File: src/rtl/periph_csb_bridge.sv
// Bridge from an HWPE peripheral target port to an NVDLA CSB master port.
// Each granted request becomes one CSB transaction; only one is outstanding at a time.
module periph_csb_bridge #(
  parameter int unsigned ID_WIDTH = 1
) (
  input  logic                clk,
  input  logic                rst,
  input  logic                periph_req_i,
  input  logic [31:0]         periph_add_i,
  input  logic                periph_wen_i,
  input  logic [3:0]          periph_be_i,
  input  logic [31:0]         periph_data_i,
  input  logic [ID_WIDTH-1:0] periph_id_i,
  output logic                periph_gnt_o,
  output logic [31:0]         periph_r_data_o,
  output logic                periph_r_valid_o,
  output logic [ID_WIDTH-1:0] periph_r_id_o,
  input  logic                csb_ready_i,
  input  logic                csb_r_valid_i,
  input  logic [31:0]         csb_r_data_i,
  input  logic                csb_wr_complete_i,
  output logic                csb_valid_o,
  output logic [15:0]         csb_addr_o,
  output logic [31:0]         csb_wdat_o,
  output logic                csb_write_o,
  output logic                csb_nposted_o
);

  localparam logic [0:0] IDLE = 1'b0;
  localparam logic [0:0] WAIT = 1'b1;

  logic [0:0]          state_q, state_d;
  logic [ID_WIDTH-1:0] pend_id_q, pend_id_d;
  logic                pend_wr_q, pend_wr_d;
  logic                r_valid_q, r_valid_d;
  logic [31:0]         r_data_q, r_data_d;
  logic [ID_WIDTH-1:0] r_id_q, r_id_d;

  logic busy;
  logic gnt;
  logic resp_evt;

  // CSB is full-word only, so byte enables and sub-word / high address bits are dropped.
  logic unused_inputs;
  assign unused_inputs = ^{periph_be_i, periph_add_i[31:18], periph_add_i[1:0]};

  assign busy = (state_q == WAIT);
  assign gnt  = periph_req_i & csb_ready_i & ~busy;

  assign csb_valid_o   = periph_req_i & ~busy;
  assign csb_addr_o    = periph_add_i[17:2];
  assign csb_wdat_o    = periph_data_i;
  assign csb_write_o   = ~periph_wen_i;
  assign csb_nposted_o = 1'b1;
  assign periph_gnt_o  = gnt;

  // Only the completion signal matching the pending direction counts.
  assign resp_evt = pend_wr_q ? csb_wr_complete_i : csb_r_valid_i;

  always_comb begin
    state_d   = state_q;
    pend_id_d = pend_id_q;
    pend_wr_d = pend_wr_q;
    r_valid_d = 1'b0;
    r_data_d  = r_data_q;
    r_id_d    = r_id_q;
    if (state_q == IDLE) begin
      if (gnt) begin
        state_d   = WAIT;
        pend_id_d = periph_id_i;
        pend_wr_d = ~periph_wen_i;
      end
    end else begin
      if (resp_evt) begin
        state_d   = IDLE;
        r_valid_d = 1'b1;
        r_data_d  = pend_wr_q ? 32'h0 : csb_r_data_i;
        r_id_d    = pend_id_q;
      end
    end
  end

  always_ff @(posedge clk) begin
    if (rst) begin
      state_q   <= IDLE;
      pend_id_q <= '0;
      pend_wr_q <= 1'b0;
      r_valid_q <= 1'b0;
      r_data_q  <= 32'h0;
      r_id_q    <= '0;
    end else begin
      state_q   <= state_d;
      pend_id_q <= pend_id_d;
      pend_wr_q <= pend_wr_d;
      r_valid_q <= r_valid_d;
      r_data_q  <= r_data_d;
      r_id_q    <= r_id_d;
    end
  end

  assign periph_r_valid_o = r_valid_q;
  assign periph_r_data_o  = r_data_q;
  assign periph_r_id_o    = r_id_q;

endmodule

File: config.mk
export PLATFORM = sky130hd
export DESIGN_NAME = periph_csb_bridge
export DESIGN_NICKNAME = d
export VERILOG_FILES = /design/src/rtl/periph_csb_bridge.sv
export SDC_FILE = /design/constraint.sdc
export NUM_CORES = 1
export LEC_CHECK = 0
export ABC_AREA = 1
export CAP_MARGIN = 30
export CORE_ASPECT_RATIO = 1.4
export CORE_MARGIN = 3
export CORE_UTILIZATION = 34
export DETAILED_ROUTE_END_ITERATION = 10
export MAX_ROUTING_LAYER = met4
export PLACE_DENSITY = 0.92
export SETUP_SLACK_MARGIN = 0.15
export SLEW_MARGIN = 20
export SYNTH_ARGS = -nofsm -noshare
export SYNTH_HDL_FRONTEND = slang
export SYNTH_SLANG_ARGS = --single-unit
File: constraint.sdc
create_clock -name clk -period 2.8 [get_ports clk]
set_clock_uncertainty 0.05 [all_clocks]
set_input_delay 0.42 -clock clk [delete_from_list [all_inputs] [get_ports clk]]
set_output_delay 0.42 -clock clk [all_outputs]
set_load 0.1 [all_outputs]
==> results.json, run 1 <==
{
  "cts_num_sinks": 37,
  "holdPathStages": 2,
  "htree_levels": 2,
  "p_sw_w": 0.000507,
  "setup_viol": 0,
  "core_mm2": 0.00599,
  "clk_path_buf_depth": 2,
  "ant_nets": 0,
  "cts-hold-fix-buffers": 0,
  "regToRegStartpoint": "busy",
  "area_growth_pct": 19.3,
  "synth_edf_count": 0,
  "diodes": 0,
  "worstMarginPinSlew_ps": 580,
  "clkPwrFrac_pct": 24.9,
  "status": "completed",
  "slew_headroom_pct": 61.3,
  "grt_pass1_wl_um": 8400,
  "cts_setup_buffers": 0,
  "initial_utilization_pct": 35.9,
  "via_count": 1832,
  "clock.fmax_mhz": 506,
  "ff2ff_path_depth": 4,
  "netlist_top_cells_count": "nand2_1, buf_4, nor2_1, dfxtp_1, nand3_1",
  "track_usage_pct": 15.3,
  "numCtsBuffers": 5,
  "io_pins": 194,
  "cp.required_ps": 2330,
  "syn_nets": 401,
  "ff2ff_setup_slack_ps": 1080,
  "drive_above_1_share_pct": 25.9,
  "switching_share_pct": 36.8,
  "path_clk_slew_ps": 70,
  "leakage_nw": 1.14,
  "cts_tree": "built",
  "p_per_area_mw_per_mm2": 538,
  "synth.avg_cell_area_um2": 7.34,
  "p_seq_share_pct": 41.8,
  "vdd_drop_max_mv": 0.187,
  "grt_max_degree": 48,
  "die_area_mm2": 0.00733,
  "finalInstanceArea_mm2": 0.00256,
  "period_minus_slack_ps": 1980,
  "syn_inst": 293,
  "combPwrFrac_pct": 33.2,
  "avgViaCountPerCell": 4.78,
  "p_int_w": 0.000872,
  "slew_violations": 0,
  "drv_cap": 0,
  "crit_type": "flip-flop to primary output",
  "netlist_area_mm2": 0.00215,
  "ys_ff_latch": 37,
  "start_kind": "flip-flop",
  "cts_root_buf": "clkbuf_8",
  "synthTopCellsByArea": "dfxtp_1, buf_4, a21oi_2",
  "hold-path-endpoint": "periph_r_data_o[22]",
  "ctsResizeCount": 0,
  "ys_seq_area_share_pct": 34.5,
  "dp.final_hpwl_um": 3970,
  "wirelength_um": 5420,
  "final_nets": 420,
  "wl_per_cell_um": 14.2,
  "dr.pass1.iters": 4,
  "antenna_found_initial": 0,
  "worst-path-max-fanout": 24,
  "drc": 0,
  "die_w_um": 73.2,
  "clock_latency_ps": 280,
  "synth_ff_type": "dfxtp_1",
  "rsz0062_at_grt": "false",
  "yosysTopAreaCell": "dfxtp_1",
  "dr.first_iter.drc_count": 81,
  "grt_pass1_vias": 1725,
  "synth.most_common_cell": "nand2_1",
  "die_h_um": 100,
  "grt.overflow.total": 0,
  "rows": 33,
  "routabilityCongestion": 0.728,
  "dpl-instance-area_mm2": 0.00248,
  "async_flop_share_pct": 0,
  "hp-start": "periph_r_data_o[22]",
  "yosysWarnings": 0,
  "tns_ps": 0,
  "io_buffers": 76,
  "hold_viol_final": 0,
  "fin_crit_sh_pct": 70.6,
  "cp-end-kind": "primary output",
  "timing.rr.end": "periph_r_data_o[25]",
  "fillers": 567,
  "yosysUniqueCellTypes": 19,
  "hold_class": "flip-flop to flip-flop",
  "synth_top_area_share_pct": 34.5,
  "cp_data_arrival_time_ps": 1510
}
-- logic make-up (layout without fill, tap and decap cells) --
group	after synthesis	after routing	synth area share, %
compound gates	36	36	13.4
buf+inv	76	96	24.6
flops	37	37	34.5
other cells	1	1	0.174
simple gates	143	143	27.4
-- cells in the final DEF (no fill, tap or decap), drive strengths merged --
cell / n
nand2: 69
buf: 43
nor2: 39
clkdlybuf4s50: 39
dfxtp: 37
nand3: 34
a21oi: 34
clkbuf: 8
inv: 5
o21ai: 2
nand3b: 1
clkinv: 1
conb: 1
-- cell type report --
type	count	area [µm²]	area share, %
Multi-Input combinational cell	180	881	34.4
Timing Repair Buffer	82	751	29.3
Sequential cell	37	742	28.9
Tap cell	70	87.6	3.42
Clock buffer	8	80.1	3.12
Inverter	6	22.5	0.878
-- worst max-delay path, cell delays in order (launching register included) --
cell and delay [ps]:
dfxtp_2 680, nand3b_1 250, inv_1 120, buf_12 180
-- power groups by stage --
stage | clock network (W) | logic, W | registers, W
after floorplan | 0 | 0.000509 | 0.000745
after global placement | 0 | 0.000453 | 0.000587
after detailed placement | 0 | 0.000461 | 0.000589
after CTS | 0.000368 | 0.000462 | 0.000577
after global routing | 0.000387 | 0.000487 | 0.000580
final | 0.000344 | 0.000458 | 0.000577
-- registers in the layout (all words and copies together) (netlist names) --
| name | flops |
|---|---|
| periph_r_valid_o | 1 |
| pend_id_q | 1 |
| pend_wr_q | 1 |
| periph_r_data_o | 32 |
| periph_r_id_o | 1 |
| busy | 1 |
-- per-layer routing --
layer,share of wire [%],track usage (%),routed length (µm),vias to the layer above
met1,36,15.6,1960,786
met2,48,24.3,2600,78
met3,7.9,2.91,426,53
met5,0,-,0,-
li1,-,-,-,915
met4,8.1,13.5,438,0
-- how the worst max path moves through the flow --
stage                                  from                   to  slack, ps
after floorplan                        busy          csb_valid_o        450
after global placement    csb_wr_complete_i  periph_r_data_o[30]        790
after detailed placement  csb_wr_complete_i  periph_r_data_o[30]        740
after CTS                              busy         periph_gnt_o        800
after global routing                   busy         periph_gnt_o        720
final                                  busy         periph_gnt_o        820
-- per-stage QoR --
step / hold slack [ps] / power [W] / std cells / util, % / worst slack, ps
floorplan: 405 / 0.00125 / 293 / - / 447
global placement: 416 / 0.00104 / 375 / 41.5 / 790
detailed placement: 427 / 0.00105 / 375 / 41.5 / 739
CTS: 446 / 0.00141 / 383 / 42.8 / 799
global route: 463 / 0.00145 / 383 / 42.8 / 721
finish: 441 / 0.00138 / 383 / 42.8 / 822
Note: power is estimated with default switching activity, not from simulation.
==> run 2: changes to the inputs <==
--- a/config.mk
+++ b/config.mk
@@ -9,10 +9,10 @@
 export CAP_MARGIN = 30
 export CORE_ASPECT_RATIO = 1.4
 export CORE_MARGIN = 3
-export CORE_UTILIZATION = 34
+export CORE_UTILIZATION = 28
 export DETAILED_ROUTE_END_ITERATION = 10
 export MAX_ROUTING_LAYER = met4
-export PLACE_DENSITY = 0.92
+export PLACE_DENSITY = 0.82
 export SETUP_SLACK_MARGIN = 0.15
 export SLEW_MARGIN = 20
 export SYNTH_ARGS = -nofsm -noshare
==> constraint.sdc (replaced) <==
create_clock -name clk -period 1.8 [get_ports clk]
set_clock_uncertainty 0.05 [all_clocks]
set_input_delay 0.27 -clock clk [delete_from_list [all_inputs] [get_ports clk]]
set_output_delay 0.27 -clock clk [all_outputs]
set_load 0.1 [all_outputs]
==> results.json, run 2 (same netlist as run 1, synthesis figures left out) <==
{
  "status": "completed",
  "clock_latency_ps": 280,
  "dp.final_hpwl_um": 4320,
  "p_sw_w": 0.000853,
  "path_cells": "clkdlybuf4s50_1, nand3b_1, inv_2, buf_12",
  "dp_cells": 403,
  "setup_slack_ps": 241,
  "clk_path_buf_depth": 2,
  "highest_layer": "met4",
  "rsz0062_at_grt": "false",
  "io_pins": 194,
  "fin_crit_sh_pct": 86.6,
  "wirelength_um": 5730,
  "cp_data_arrival_time_ps": 1240,
  "cp_num_buf_inv": 3,
  "start_kind": "primary input",
  "final_cell_mix": "nand2_1, clkdlybuf4s50_1, buf_12",
  "numCtsBuffers": 5,
  "final_nets": 421,
  "path_clk_slew_ps": 70,
  "worst-path-max-fanout": 4,
  "die_w_um": 80.1,
  "met3_length_um": 424,
  "die_area_mm2": 0.00878,
  "grt_max_degree": 51,
  "die_h_um": 110,
  "dr.first_iter.drc_count": 66,
  "cp.required_ps": 1480,
  "setup_viol": 0,
  "ant_nets": 0,
  "hold_viol_final": 0,
  "pre_cts_slack_ps": 196,
  "grt_pass1_vias": 1743,
  "cp_slowest_cell": "clkdlybuf4s50_1",
  "track_usage_pct": 13.0,
  "antenna_found_initial": 0,
  "vdd_drop_max_mv": 0.257,
  "final_common_cell": "nand2_1",
  "clock.fmax_mhz": 641,
  "dr.pass1.iters": 4,
  "cp-startpoint": "periph_req_i",
  "cts_num_sinks": 37,
  "crit_type": "primary input to primary output",
  "crit_family": "buffers and inverters",
  "drc": 0,
  "area_growth_pct": 42.8,
  "switching_share_pct": 37.1,
  "clkPwrFrac_pct": 24.6,
  "via_count": 1871,
  "wl_met1_um": 1990,
  "cts_root_buf": "clkbuf_8",
  "fillers": 720,
  "cts_tree": "built",
  "diodes": 0,
  "avgViaCountPerCell": 4.55,
  "period_minus_slack_ps": 1560,
  "htree_levels": 2,
  "core_mm2": 0.00741,
  "initial_utilization_pct": 29.0,
  "combPwrFrac_pct": 36.0,
  "hold_class": "flip-flop to flip-flop",
  "power.total_w": 0.00230,
  "regToRegStartpoint": "pend_wr_q",
  "p_per_area_mw_per_mm2": 750,
  "io_buffers": 76,
  "leakage_nw": 1.26,
  "cp-end-kind": "primary output",
  "p_seq_share_pct": 39.4,
  "drive_above_1_share_pct": 27.7,
  "grt_pass1_wl_um": 8580,
  "max_stage_delay_ps": 500,
  "slew_violations": 0,
  "rows": 37,
  "routabilityCongestion": 0.717,
  "grt.overflow.total": 0,
  "largest_register_ffs": 32,
  "tns_ps": 0,
  "dr_wl_met2_um": 2890,
  "wl_per_cell_um": 13.9,
  "instances_no_fill": 411,
  "p_int_w": 0.00145,
  "hp-start": "pend_id_q",
  "drv_cap": 0
}
run 2: final cells by class:
type	instances	area, µm²	area share [%]
Timing Repair Buffer	83	1210	39.4
Multi-Input combinational cell	180	888	28.9
Sequential cell	37	742	24.2
Tap cell	97	121	3.95
Clock buffer	5	68.8	2.24
Inverter	6	22.5	0.734
Clock inverter	3	17.5	0.571
run 2: per-layer routing:
| layer | GRT usage, % | vias up |
|---|---|---|
| met5 | - | - |
| met4 | 11.6 | 0 |
| met3 | 2.46 | 54 |
| met2 | 21.6 | 76 |
| met1 | 12.9 | 827 |
| li1 | - | 914 |
run 2: timing repair:
action / in CTS / in global routing
setup buffers: 0 / 0
endpoints found under the hold margin: 0 / 0
hold buffers: 0 / 0
endpoints found under the setup margin: 0 / 1
resized for setup: 0 / 1
run 2: worst paths after layout:
check                        end  slack (ps)  cells past startpoint
min reg2reg            pend_id_q         460                      2
max reg2reg  periph_r_data_o[22]         420                      7
min                    pend_id_q         460                      2
max                 periph_gnt_o         240                      4
run 2: tightest hold or removal path: stages (launching register included):
cell and delay, ps:
dfxtp_1 310, nor2_1 100, nor2_1 50
run 2: power by group through the flow:
stage	combinational, W	clock, W	sequential, W
finish	0.000828	0.000567	0.000906
floorplan	0.000793	0	0.00116
detailed placement	0.000833	0	0.000925
CTS	0.000835	0.000599	0.000906
global placement	0.000822	0	0.000922
global route	0.000873	0.000637	0.000911
run 2: per-stage QoR:
| step | hold WS, ps | area, µm² | utilization (%) |
|---|---|---|---|
| finish | 461 | 3070 | 41.4 |
| global route | 480 | 3070 | 41.4 |
| CTS | 452 | 3070 | 41.4 |
| detailed placement | 432 | 2980 | 40.3 |
| global placement | 427 | 2980 | 40.3 |
| floorplan | 289 | 2160 | - |
==> run 3: changes to the inputs <==
--- a/config.mk
+++ b/config.mk
@@ -14,7 +14,9 @@
 export MAX_ROUTING_LAYER = met4
 export PLACE_DENSITY = 0.82
 export SETUP_SLACK_MARGIN = 0.15
+export SKIP_CTS_REPAIR_TIMING = 1
 export SLEW_MARGIN = 20
 export SYNTH_ARGS = -nofsm -noshare
 export SYNTH_HDL_FRONTEND = slang
 export SYNTH_SLANG_ARGS = --single-unit
+export TNS_END_PERCENT = 5
==> results of run 3 <==
Same layout as run 2: the final DEF is identical, and so are final timing and power.
==> patch: new RTL, settings of run 1 <==
Take the reset off `r_data_q` and load it in a clocked block of its own.
--- a/src/rtl/periph_csb_bridge.sv
+++ b/src/rtl/periph_csb_bridge.sv
@@ -86,16 +86,18 @@
       pend_id_q <= '0;
       pend_wr_q <= 1'b0;
       r_valid_q <= 1'b0;
-      r_data_q  <= 32'h0;
       r_id_q    <= '0;
     end else begin
       state_q   <= state_d;
       pend_id_q <= pend_id_d;
       pend_wr_q <= pend_wr_d;
       r_valid_q <= r_valid_d;
-      r_data_q  <= r_data_d;
       r_id_q    <= r_id_d;
     end
+  end
+
+  always_ff @(posedge clk) begin
+    r_data_q <= r_data_d;
   end
 
   assign periph_r_valid_o = r_valid_q;
Formal check against the unedited RTL: differs if rst is asserted again (counterexample within 4 cycles, from zero or initial values and one cycle with rst high); with rst held inactive, the same outputs for 10 cycles.
==> patch against run 1 <==
  * Total power fell by 11%
  * Final area shrank 9.9%
  * Final cell count down 27%
  * Area after synthesis fell by 14%
  * First-iteration DRC count shrank 3.7%
  * Setup slack gained 0.050 ns
  * Sequential cell count stayed put
  * Utilization grew 1.6 points
  * Clock power fell by 3%
  * Routed wire length shrank 11%
  * Sequential share of layout area rose by 17 points
  * Via count fell by 36%
  * Largest cell class is now sequential cells
  * Largest power group unchanged
==> patch: results (changes against run 1) <==
- Global Route met2 Usage: 0.213 (was 0.243)
- TritonRoute pass-1 iters: 4 (unchanged)
- Final non-filler cell total: 281 (was 383)
- Initial antenna violation count: 0 (unchanged)
- Fraction of layout cells with a size suffix above 1: 0.260 (was 0.259)
- Postcts setup bufs: 0 (unchanged)
- Num CTS Buffers: 5 (unchanged)
- Post-synth top cells: 49 x buf_4, 37 x inv_1, 37 x nor2_1 (was 67 x nand2_1, 50 x buf_4, 39 x nor2_1)
- WP data arrival: 1.46 ns (was 1.51 ns)
- Post-DP Area: 2230 um^2 (was 2480 um^2)
- Port Buf Inserts: 76 (unchanged)
- Clock Latency Late Sink: 0.27 ns
- Clock slew at reported path FFs: 0.07 ns (about the same)
- Starting DRT DRC Count: 78 (was 81)
- Top FF cell, synth: edfxtp_1 (was dfxtp_1)
- Mapped Nets: 289 (was 401)
- Status: finished, final reports clean (unchanged)
- Max VDD drop: 0.000144 V (was 0.000187 V)
- Crit-path max cell delay: 0.52 ns (was 0.68 ns)
- Number of global-route vias before repair: 1118 (was 1725)
- Largest net degree at the start of global routing: 33 (was 48)
- Root Buffer: clkbuf_8 (unchanged)
- GRT Total Usage: 0.152 (was 0.153)
- Maximum fanout along the worst path: 4 (was 24)
- Hold Path Class: reg -> reg (unchanged)
- Critical Path Slowest Stage Cell: clkdlybuf4s50_1 (was dfxtp_2)
- Pre-CTS WS: 0.857 ns (was 0.739 ns)
- First-pass GRT wire length: 6340 um (was 8400 um)
- Sequential share of the synthesized area: 0.574 (was 0.345)
- Most frequent cell after synthesis: buf_4 (was nand2_1)
- DP HPWL: 4250 um (was 3970 um)
- Placed insts: 273 (was 375)
- Routability cong.: 0.818 (was 0.728)
- Total Routed Length: 4850 um (was 5420 um)
- Critical Path Start: periph_req_i (was busy$_SDFF_PP0_)
- Ant diodes: 0 (unchanged)
- Number of synthesized flops with an enable pin: 32 (was 0)
- Final nets: 322 (was 420)
- CTS HTree Levels: 2 (unchanged)
- Leakage: 1.06 nW (was 1.14 nW)
- DR vias/cell: 4.18 (was 4.78)
- Met3 Usage GRT: 0.163 (was 0.0291)
- Post-Syn Instances: 181 (was 293)
- Clk buf depth: 2 (unchanged)
- Ranking of synthesized cells by area: edfxtp_1 52%, buf_4 20%, inv_1 7.5%, nor2_1 7.5%, dfxtp_1 5.4% (was dfxtp_1 34%, buf_4 17%, a21oi_2 12%, nand2_1 12%, nand3_1 7.9%)
- GR Util met1: 0.0952 (was 0.156)
- Yosys cell types: 18 (was 19)
- Asr flop ratio synth: 0 (unchanged)
- Psw: 0.000344 W (was 0.000507 W)
- Fin. Hold Viols: 0 (unchanged)
- Hold wc startpoint: pend_id_q$_SDFFE_PP0P_ (was periph_r_data_o[22]$_SDFFE_PP0P_)
- Post-route ant nets: 0 (unchanged)
- Reg2reg start: pend_wr_q$_SDFFE_PP0P_ (was busy$_SDFF_PP0_)
- YS warnings: 0 (unchanged)
- Post-cts sizing count: 0 (unchanged)
- Number of flip-flops in the largest register: 32 (unchanged)
- CP delay by family, top: buffers and inverters (was flip-flops)
patch: cell count changes after synthesis, sizes merged, moves of 3 or more:
cell,run 1,this run
nand2,69,5
clkbuf,3,0
buf,67,53
inv,5,39
dfxtp,37,5
edfxtp,0,32
nand3,34,2
a21oi,34,2
patch: worst paths after layout:
path | endpoint | slack [ns] | depth (start not counted)
min | pend_id_q$_SDFFE_PP0P_ | 0.44 | 2
max reg2reg | periph_r_data_o[4]$_SDFFCE_PP0P_ | 1.15 | 6
min reg2reg | pend_id_q$_SDFFE_PP0P_ | 0.44 | 2
max | periph_gnt_o | 0.87 | 4
patch: logic make-up (layout without fill, tap and decap cells):
logic type             count (synthesis)  in the layout  synth area share
DFF                                   37             37             0.574
and+or+nand+nor                       47             47             0.121
AOI/OAI and AO/OA                      4              4            0.0108
other                                  1              1           0.00203
buffers and inverters                 92            126             0.292
patch: routing by layer:
metal | up-vias | part of all wire
li1 | 555 | -
met1 | 499 | 0.22
met2 | 73 | 0.43
met3 | 48 | 0.27
met4 | 0 | 0.071
met5 | - | 0
patch: tightest hold or removal path: stages, from the launching register on:
cell	delay (ns)
dfxtp_1	0.32
nor2_2	0.09
nor2_1	0.04
patch: power by group through the flow:
| stage | Sequential (W) | Clock [W] | Combinational, W |
|---|---|---|---|
| floorplan | 0.000735 | 0 | 0.000405 |
| global placement | 0.000640 | 0 | 0.000264 |
| detailed placement | 0.000640 | 0 | 0.000268 |
| CTS | 0.000628 | 0.000343 | 0.000269 |
| global route | 0.000629 | 0.000372 | 0.000283 |
| finish | 0.000628 | 0.000332 | 0.000266 |
patch: cell type report:
class,count,area (um^2)
multi-input cells,52,246
clock inverters,2,10.0
clock buffers,6,72.6
flip-flops and latches,37,1060
fillers,484,2890
inverters,39,146
well taps,66,82.6
repair buffers,79,691
